## src/rtl/otter_pkg.sv

```systemverilog
// Shared types for the OTTER decode stage: opcodes, control-field encodings
// and the packed control bundle carried in the decode pipeline register.
package otter_pkg;

  typedef enum logic [6:0] {
    OP_R      = 7'b0110011,
    OP_I      = 7'b0010011,
    OP_LOAD   = 7'b0000011,
    OP_STORE  = 7'b0100011,
    OP_BRANCH = 7'b1100011,
    OP_LUI    = 7'b0110111,
    OP_AUIPC  = 7'b0010111,
    OP_JAL    = 7'b1101111,
    OP_JALR   = 7'b1100111,
    OP_SYSTEM = 7'b1110011
  } opcode_t;

  // bit4 flags the M group; bits 3:0 keep the classic OTTER ALU encoding
  typedef enum logic [4:0] {
    ALU_ADD  = 5'b00000,
    ALU_SLL  = 5'b00001,
    ALU_SLT  = 5'b00010,
    ALU_SLTU = 5'b00011,
    ALU_XOR  = 5'b00100,
    ALU_SRL  = 5'b00101,
    ALU_OR   = 5'b00110,
    ALU_AND  = 5'b00111,
    ALU_SUB  = 5'b01000,
    ALU_LUI  = 5'b01001,
    ALU_SRA  = 5'b01101
  } alu_fun_t;

  typedef enum logic [1:0] {
    SRCA_RS1  = 2'd0,
    SRCA_UIMM = 2'd1,
    SRCA_NRS1 = 2'd2
  } srcA_t;

  typedef enum logic [2:0] {
    SRCB_RS2  = 3'd0,
    SRCB_IIMM = 3'd1,
    SRCB_SIMM = 3'd2,
    SRCB_PC   = 3'd3,
    SRCB_CSR  = 3'd4
  } srcB_t;

  typedef enum logic [1:0] {
    WR_CSR = 2'd0,
    WR_PC4 = 2'd1,
    WR_MEM = 2'd2,
    WR_ALU = 2'd3
  } wr_sel_t;

  typedef enum logic [2:0] {
    PC_PLUS4  = 3'd0,
    PC_JALR   = 3'd1,
    PC_BRANCH = 3'd2,
    PC_JAL    = 3'd3,
    PC_MTVEC  = 3'd4,
    PC_MEPC   = 3'd5
  } pc_src_t;

  typedef struct packed {
    alu_fun_t    alu_fun;
    srcA_t       alu_srcA;
    srcB_t       alu_srcB;
    wr_sel_t     rf_wr_sel;
    logic        reg_wr;
    logic        mem_wr;
    logic        mem_rd;
    logic [1:0]  mem_size;
    logic        mem_sign;
    logic        csr_wr;
    logic        mret;
    logic        illegal;
    logic        is_branch;
    pc_src_t     pc_src;
  } ctrl_t;

  localparam logic [31:0] NOP        = 32'h0000_0013;
  localparam logic [31:0] MRET_INSTR = 32'h3020_0073;

endpackage

```

## src/rtl/otter_decode_comb.sv

```systemverilog
// Pure combinational RV32I(+M, +CSR/MRET) instruction decode into ctrl_t.
// Strobes are already cleaned for illegal encodings and rd=x0 here.
module otter_decode_comb
  import otter_pkg::*;
#(
  parameter int EN_M   = 0,
  parameter int EN_CSR = 1
) (
  input  logic [31:0] instr,
  output ctrl_t       ctrl
);

  logic [2:0] funct3;
  logic [6:0] funct7;
  logic       rd_nz;
  logic       wr;
  logic       ill;
  ctrl_t      c;

  assign funct3 = instr[14:12];
  assign funct7 = instr[31:25];
  assign rd_nz  = |instr[11:7];

  always_comb begin
    c           = '0;
    wr          = 1'b0;
    ill         = 1'b0;
    c.alu_fun   = ALU_ADD;
    c.alu_srcA  = SRCA_RS1;
    c.alu_srcB  = SRCB_RS2;
    c.rf_wr_sel = WR_CSR;
    c.pc_src    = PC_PLUS4;
    c.mem_size  = funct3[1:0];
    c.mem_sign  = ~funct3[2];

    case (opcode_t'(instr[6:0]))
      OP_R: begin
        c.rf_wr_sel = WR_ALU;
        wr          = 1'b1;
        if (funct7 == 7'b0000001 && EN_M != 0)
          c.alu_fun = alu_fun_t'({2'b10, funct3});
        else if (funct7 == 7'b0000000 || funct7 == 7'b0100000)
          // IR30 only matters for ADD/SUB and SRL/SRA
          c.alu_fun = alu_fun_t'({1'b0, instr[30] & (funct3 == 3'b000 || funct3 == 3'b101), funct3});
        else
          ill = 1'b1;
      end
      OP_I: begin
        c.alu_srcB  = SRCB_IIMM;
        c.rf_wr_sel = WR_ALU;
        wr          = 1'b1;
        c.alu_fun   = alu_fun_t'({1'b0, instr[30] & (funct3 == 3'b101), funct3});
      end
      OP_LOAD: begin
        c.alu_srcB  = SRCB_IIMM;
        c.rf_wr_sel = WR_MEM;
        c.mem_rd    = 1'b1;
        wr          = 1'b1;
        ill         = (funct3 == 3'b011) || (funct3 == 3'b110) || (funct3 == 3'b111);
      end
      OP_STORE: begin
        c.alu_srcB = SRCB_SIMM;
        c.mem_wr   = 1'b1;
        ill        = (funct3 > 3'b010);
      end
      OP_BRANCH: begin
        c.is_branch = 1'b1;
        ill         = (funct3 == 3'b010) || (funct3 == 3'b011);
      end
      OP_LUI: begin
        c.alu_fun   = ALU_LUI;
        c.alu_srcA  = SRCA_UIMM;
        c.rf_wr_sel = WR_ALU;
        wr          = 1'b1;
      end
      OP_AUIPC: begin
        c.alu_srcA  = SRCA_UIMM;
        c.alu_srcB  = SRCB_PC;
        c.rf_wr_sel = WR_ALU;
        wr          = 1'b1;
      end
      OP_JAL: begin
        c.rf_wr_sel = WR_PC4;
        c.pc_src    = PC_JAL;
        wr          = 1'b1;
      end
      OP_JALR: begin
        c.alu_srcB  = SRCB_IIMM;
        c.rf_wr_sel = WR_PC4;
        c.pc_src    = PC_JALR;
        wr          = 1'b1;
      end
      OP_SYSTEM: begin
        if (EN_CSR == 0) begin
          ill = 1'b1;
        end else if (funct3 == 3'b000) begin
          if (instr == MRET_INSTR) begin
            c.mret   = 1'b1;
            c.pc_src = PC_MEPC;
          end else begin
            ill = 1'b1;
          end
        end else if (funct3 == 3'b100) begin
          ill = 1'b1;
        end else begin
          // CSRRW copies rs1, CSRRS ORs it in, CSRRC ANDs with ~rs1
          c.alu_srcB  = SRCB_CSR;
          c.rf_wr_sel = WR_CSR;
          c.csr_wr    = 1'b1;
          wr          = 1'b1;
          case (funct3[1:0])
            2'b01:   c.alu_fun = ALU_LUI;
            2'b10:   c.alu_fun = ALU_OR;
            default: begin
              c.alu_fun  = ALU_AND;
              c.alu_srcA = SRCA_NRS1;
            end
          endcase
        end
      end
      default: ill = 1'b1;
    endcase

    c.illegal = ill;
    c.reg_wr  = wr & rd_nz & ~ill;
    if (ill) begin
      c.mem_wr    = 1'b0;
      c.mem_rd    = 1'b0;
      c.csr_wr    = 1'b0;
      c.mret      = 1'b0;
      c.is_branch = 1'b0;
      c.pc_src    = (EN_CSR != 0) ? PC_MTVEC : PC_PLUS4;
    end
  end

  assign ctrl = c;

endmodule

```

## src/rtl/otter_decode_stage.sv

```systemverilog
// Registered, valid/ready decode stage: decodes in front of a one-entry pipeline
// register, then resolves branches, interrupts and output gating on the way out.
module otter_decode_stage
  import otter_pkg::*;
#(
  parameter int XLEN   = 32,
  parameter int EN_M   = 0,
  parameter int EN_CSR = 1
) (
  input  logic            CLK,
  input  logic            RST,
  input  logic            in_valid,
  output logic            in_ready,
  input  logic [31:0]     in_instr,
  input  logic [XLEN-1:0] in_pc,
  input  logic            flush,
  output logic            out_valid,
  input  logic            out_ready,
  output logic [XLEN-1:0] out_pc,
  output logic [31:0]     out_instr,
  input  logic            br_eq,
  input  logic            br_lt,
  input  logic            br_ltu,
  input  logic            intr,
  output logic [4:0]      alu_fun,
  output logic [1:0]      alu_srcA,
  output logic [2:0]      alu_srcB,
  output logic [1:0]      rf_wr_sel,
  output logic            reg_wr,
  output logic            mem_wr,
  output logic            mem_rd,
  output logic [1:0]      mem_size,
  output logic            mem_sign,
  output logic            csr_wr,
  output logic            mret,
  output logic            illegal,
  output logic            intr_taken,
  output logic [2:0]      pc_source
);

  // Handshake: a transfer happens on a rising edge where valid & ready are both
  // high; ready never looks at valid, and flush discards both sides that cycle.
  ctrl_t            dec;
  ctrl_t            ctrl_q;
  logic [31:0]      instr_q;
  logic [XLEN-1:0]  pc_q;
  logic             valid_q;
  logic             load;
  logic             act;
  logic             take;
  logic             br_taken;

  otter_decode_comb #(
    .EN_M   (EN_M),
    .EN_CSR (EN_CSR)
  ) u_decode (
    .instr (in_instr),
    .ctrl  (dec)
  );

  assign in_ready = ~valid_q | out_ready;
  assign load     = in_valid & in_ready & ~flush;

  always_ff @(posedge CLK) begin
    if (RST) begin
      valid_q <= 1'b0;
      instr_q <= NOP;
      pc_q    <= '0;
      ctrl_q  <= '0;
    end else if (flush) begin
      valid_q <= 1'b0;
    end else if (load) begin
      valid_q <= 1'b1;
      instr_q <= in_instr;
      pc_q    <= in_pc;
      ctrl_q  <= dec;
    end else if (out_ready) begin
      valid_q <= 1'b0;
    end
  end

  assign out_valid = valid_q;
  assign out_pc    = pc_q;
  assign out_instr = instr_q;

  assign act  = valid_q & ~RST;
  assign take = (EN_CSR != 0) & intr & act & ~ctrl_q.illegal;

  always_comb begin
    case (instr_q[14:12])
      3'b000:  br_taken = br_eq;
      3'b001:  br_taken = ~br_eq;
      3'b100:  br_taken = br_lt;
      3'b101:  br_taken = ~br_lt;
      3'b110:  br_taken = br_ltu;
      3'b111:  br_taken = ~br_ltu;
      default: br_taken = 1'b0;
    endcase
  end

  always_comb begin
    alu_fun    = '0;
    alu_srcA   = '0;
    alu_srcB   = '0;
    rf_wr_sel  = '0;
    reg_wr     = 1'b0;
    mem_wr     = 1'b0;
    mem_rd     = 1'b0;
    mem_size   = '0;
    mem_sign   = 1'b0;
    csr_wr     = 1'b0;
    mret       = 1'b0;
    illegal    = 1'b0;
    intr_taken = 1'b0;
    pc_source  = PC_PLUS4;
    if (act) begin
      alu_fun    = ctrl_q.alu_fun;
      alu_srcA   = ctrl_q.alu_srcA;
      alu_srcB   = ctrl_q.alu_srcB;
      rf_wr_sel  = ctrl_q.rf_wr_sel;
      mem_size   = ctrl_q.mem_size;
      mem_sign   = ctrl_q.mem_sign;
      illegal    = ctrl_q.illegal;
      // an interrupt takes over the held instruction and suppresses its side effects
      reg_wr     = ctrl_q.reg_wr & ~take;
      mem_wr     = ctrl_q.mem_wr & ~take;
      mem_rd     = ctrl_q.mem_rd & ~take;
      csr_wr     = ctrl_q.csr_wr & ~take;
      mret       = ctrl_q.mret & ~take;
      intr_taken = take;
      if (take)
        pc_source = PC_MTVEC;
      else if (ctrl_q.is_branch)
        pc_source = br_taken ? PC_BRANCH : PC_PLUS4;
      else
        pc_source = ctrl_q.pc_src;
    end
  end

endmodule

```

## config.mk

```make
export PLATFORM = sky130hd
export DESIGN_NAME = otter_decode_stage
export DESIGN_NICKNAME = d
export VERILOG_FILES = /design/src/rtl/otter_pkg.sv /design/src/rtl/otter_decode_comb.sv /design/src/rtl/otter_decode_stage.sv
export SDC_FILE = /design/constraint.sdc
export NUM_CORES = 1
export LEC_CHECK = 0
export BUFFER_PORTS_ARGS = -buffer_cell sky130_fd_sc_hd__buf_2
export CAP_MARGIN = 20
export CORE_MARGIN = 10
export CORE_UTILIZATION = 52
export DETAILED_ROUTE_END_ITERATION = 12
export HOLD_SLACK_MARGIN = 0.08
export PLACE_DENSITY = 0.86
export RECOVER_POWER = 25
export SYNTH_ARGS = -nofsm -noshare
export SYNTH_HDL_FRONTEND = slang
export SYNTH_HIERARCHICAL = 1
export SYNTH_SLANG_ARGS = --single-unit
```

## constraint.sdc

```tcl
create_clock -name CLK -period 4.6 [get_ports CLK]
set_input_delay 0 -clock CLK [delete_from_list [all_inputs] [get_ports CLK]]
set_output_delay 0 -clock CLK [all_outputs]
set_load 0.01 [all_outputs]
```

==> results.py <==
metrics = {
    "placement": {
        "detailed_placer_s_ending_hpwl_um": 8630,
        "placement.io_buffers": 163,
        "cell_count_post_placement": 759,
        "gp_congestion": 0.9018,
    },
    "layout": {
        "final_cell_mix": "184 x nand2_1, 118 x buf_2, 90 x dfxtp_1",
        "final_cell_count_no_fill": 843,
        "ratio_of_cells_with_drive_above_1_in_the_final_layout_pct": 21.76,
        "final_nets": 809,
        "flow.area_growth_from_synthesis_pct": 38.40,
        "layout.cells.most_common": "nand2_1",
        "final_core_utilization_pct": 73.27,
    },
    "min_path": {
        "min-delay-path-class": "in -> reg",
        "min-delay-start": "in_valid",
        "hold-path-cell-count": 4,
    },
    "power": {
        "power.density_mw_per_mm2": 303.1,
        "leakage_uw": 0.002358,
        "irDropWorstVdd_v": 0.0002237,
    },
    "timing": {
        "setup_tns_ns": 0,
        "worst-slew-pin-transition_ns": 1.034,
        "clock-skew-final_ns": 0.006377,
        "timing.slew.headroom_pct": 31.05,
        "finalWorstPathRequiredPeriod_ns": 2.425,
        "maximum_achievable_frequency_ghz": 0.4124,
        "finalHoldViolCount": 0,
        "unrepaired_setup_endpoints_after_global_routing": "false",
        "final_clock_period_utilization_by_the_worst_path_pct": 52.71,
        "setup-violations-final": 0,
        "maxSlewViolCount": 0,
    },
    "routing": {
        "via_per_inst": 5.382,
        "routed-via-count": 4537,
        "ant_nets": 0,
        "drt_first_iter_violations": 453,
        "detail_route.wirelength_um": 14210,
        "first_pass_iters": 5,
        "remaining_drc_errors": 0,
        "route.detailed.wl_per_inst_um": 16.85,
    },
    "critical_path": {
        "timing.critical_path.to_type": "flip-flop",
        "worst_r2r_startpoint": "out_valid",
        "worst-r2r-setup-slack_ns": 2.18,
        "timing_worst_setup_path_type": "reg -> reg",
        "timing.reg2reg.worst_path_depth": 5,
        "cp_data_arrival_time_ns": 2.70,
        "worst_ep_required_time_ns": 4.87,
        "worstSetupStartpoint": "out_valid",
        "critical_path.startpoint_type": "flip-flop",
        "timing.critical_path.fanout_max": 64,
    },
    "synth": {
        "synth-warning-count": 6,
        "synth_fp_nets": 606,
        "synth_seq_area_share_pct": 44.27,
        "synth_flop_cell": "dfxtp_1",
        "postSynth.asyncResetShare_pct": 0,
        "synth_edf_count": 0,
        "synthesis.area_per_instance_um2": 7.636,
        "synthCells": 533,
        "synth_seq_cells": 90,
        "synth_cell_types": 53,
        "netlist_area_mm2": 0.004070,
    },
    "run": {
        "timing.max_cap.violations": 0,
    },
    "floorplan": {
        "floorplan.core_area_mm2": 0.007687,
        "rows": 32,
        "pin_count": 164,
        "die_width_um": 108.5,
        "design.die.area_mm2": 0.01177,
        "chipHeight_um": 108.5,
        "effective_utilization_at_floorplan_pct": 52.95,
    },
    "clock_network": {
        "cts_buffers": 9,
        "clockBufferDepth": 2,
        "clock_insertion_delay_worst_skew_ns": 0.35,
        "path_clk_slew_ns": 0.09,
        "clock_sinks": 90,
        "cts_tree": "built",
        "clk_root_buffer_cell": "clkbuf_8",
        "cts_htree_levels": 3,
    },
    "global_routing": {
        "global_route.overflow_total": 0,
        "grt_start_max_net_pins": 93,
        "grt_use_total_pct": 22.73,
        "number_of_antenna_violations_at_the_first_check_in_global_routing": 1,
        "first_global_vias": 4169,
        "grt_pass1_wl_um": 21380,
    },
    "outcome": {
        "outcome": "finished, final reports clean",
    },
}
-- cell usage after synthesis (all sizes together) (2+ instances only) --
cell / instances / share of area, %
nor2b: 4 / 0.80
mux2i: 2 / 0.49
nand3b: 5 / 1.0
and3b: 2 / 0.43
and4b: 2 / 0.49
inv: 7 / 0.65
nor4: 4 / 1.3
and2: 18 / 2.8
nand3: 7 / 0.98
nand2: 191 / 18
dfxtp: 90 / 44
nand2b: 6 / 0.92
nand4: 2 / 0.31
nor4b: 3 / 0.65
nor3b: 3 / 0.68
or4: 2 / 0.46
buf: 27 / 5.1
a21oi: 92 / 12
and3: 8 / 1.2
nor2: 18 / 1.7
o21ai: 6 / 0.74
clkbuf: 14 / 1.3
nor3: 5 / 0.61
-- through the flow --
stage / worst slack [ns] / total power (µW) / hold WS (ns) / instance area [µm²]
detailed placement: 2.337 / 1044 / 0.2400 / 4782
global placement: 2.410 / 1036 / 0.2300 / 4782
CTS: 2.143 / 1710 / 0.1881 / 5674
floorplan: 3.129 / 965.2 / 0.07931 / 4070
finish: 2.175 / 1707 / 0.2082 / 5633
global route: 1.950 / 1773 / 0.2247 / 5633
-- final cells by class --
cell class / instances / area (µm²)
timing repair buffer: 233 / 1448
sequential: 90 / 1802
fill: 592 / 2054
tap: 102 / 127.6
clock buffer: 10 / 127.6
inverter: 7 / 26.28
clock inverter: 5 / 103.9
antenna: 1 / 2.502
multi-input combinational: 395 / 1996
-- report_power, final --
part / internal [µW] / leakage [µW] / switching [µW]
sequential: 809 / 0.000734 / 17.0
combinational: 108 / 0.00151 / 144
clock: 358 / 0.000116 / 271
total: 1280 / 0.00236 / 432
-- kinds of logic after synthesis --
logic type,synth area share [%]
buf+inv,7.070
flops,44.27
compound gates,15.12
other cells,0.09213
mux,0.4919
simple gates,32.95
-- critical path: stages, from the launching register on --
cell and delay (ns):
dfxtp_1 0.33, nor2b_4 0.14, nor3b_4 0.78, buf_4 0.68, nand2_1 0.17, a21oi_1 0.20
-- timing repair --
item	CTS	global route
hold buffers	66	0
resized for setup	0	0
endpoints found under the hold margin	71	0
setup buffers	0	0
-- path summary, 6_finish.rpt --
path | to
hold / removal | out_pc[11]
setup / recovery | out_instr[23]
setup reg to reg | out_instr[23]
hold reg to reg | ctrl_q[9]
-- state kept, by name, indices dropped and copies added (netlist names) --
| register | flops |
|---|---|
| ctrl_q | 25 |
| out_pc | 32 |
| out_instr | 32 |
| out_valid | 1 |
-- per-layer routing --
metal | wire length [µm] | GRT usage [%] | vias to the layer above
met2 | 6959 | 37.50 | 257
li1 | - | - | 2154
met3 | 1202 | 6.663 | 72
met5 | 0 | 0 | -
met4 | 741 | 13.56 | 0
met1 | 5303 | 25.51 | 2054
(Power assumes the default switching activity.)
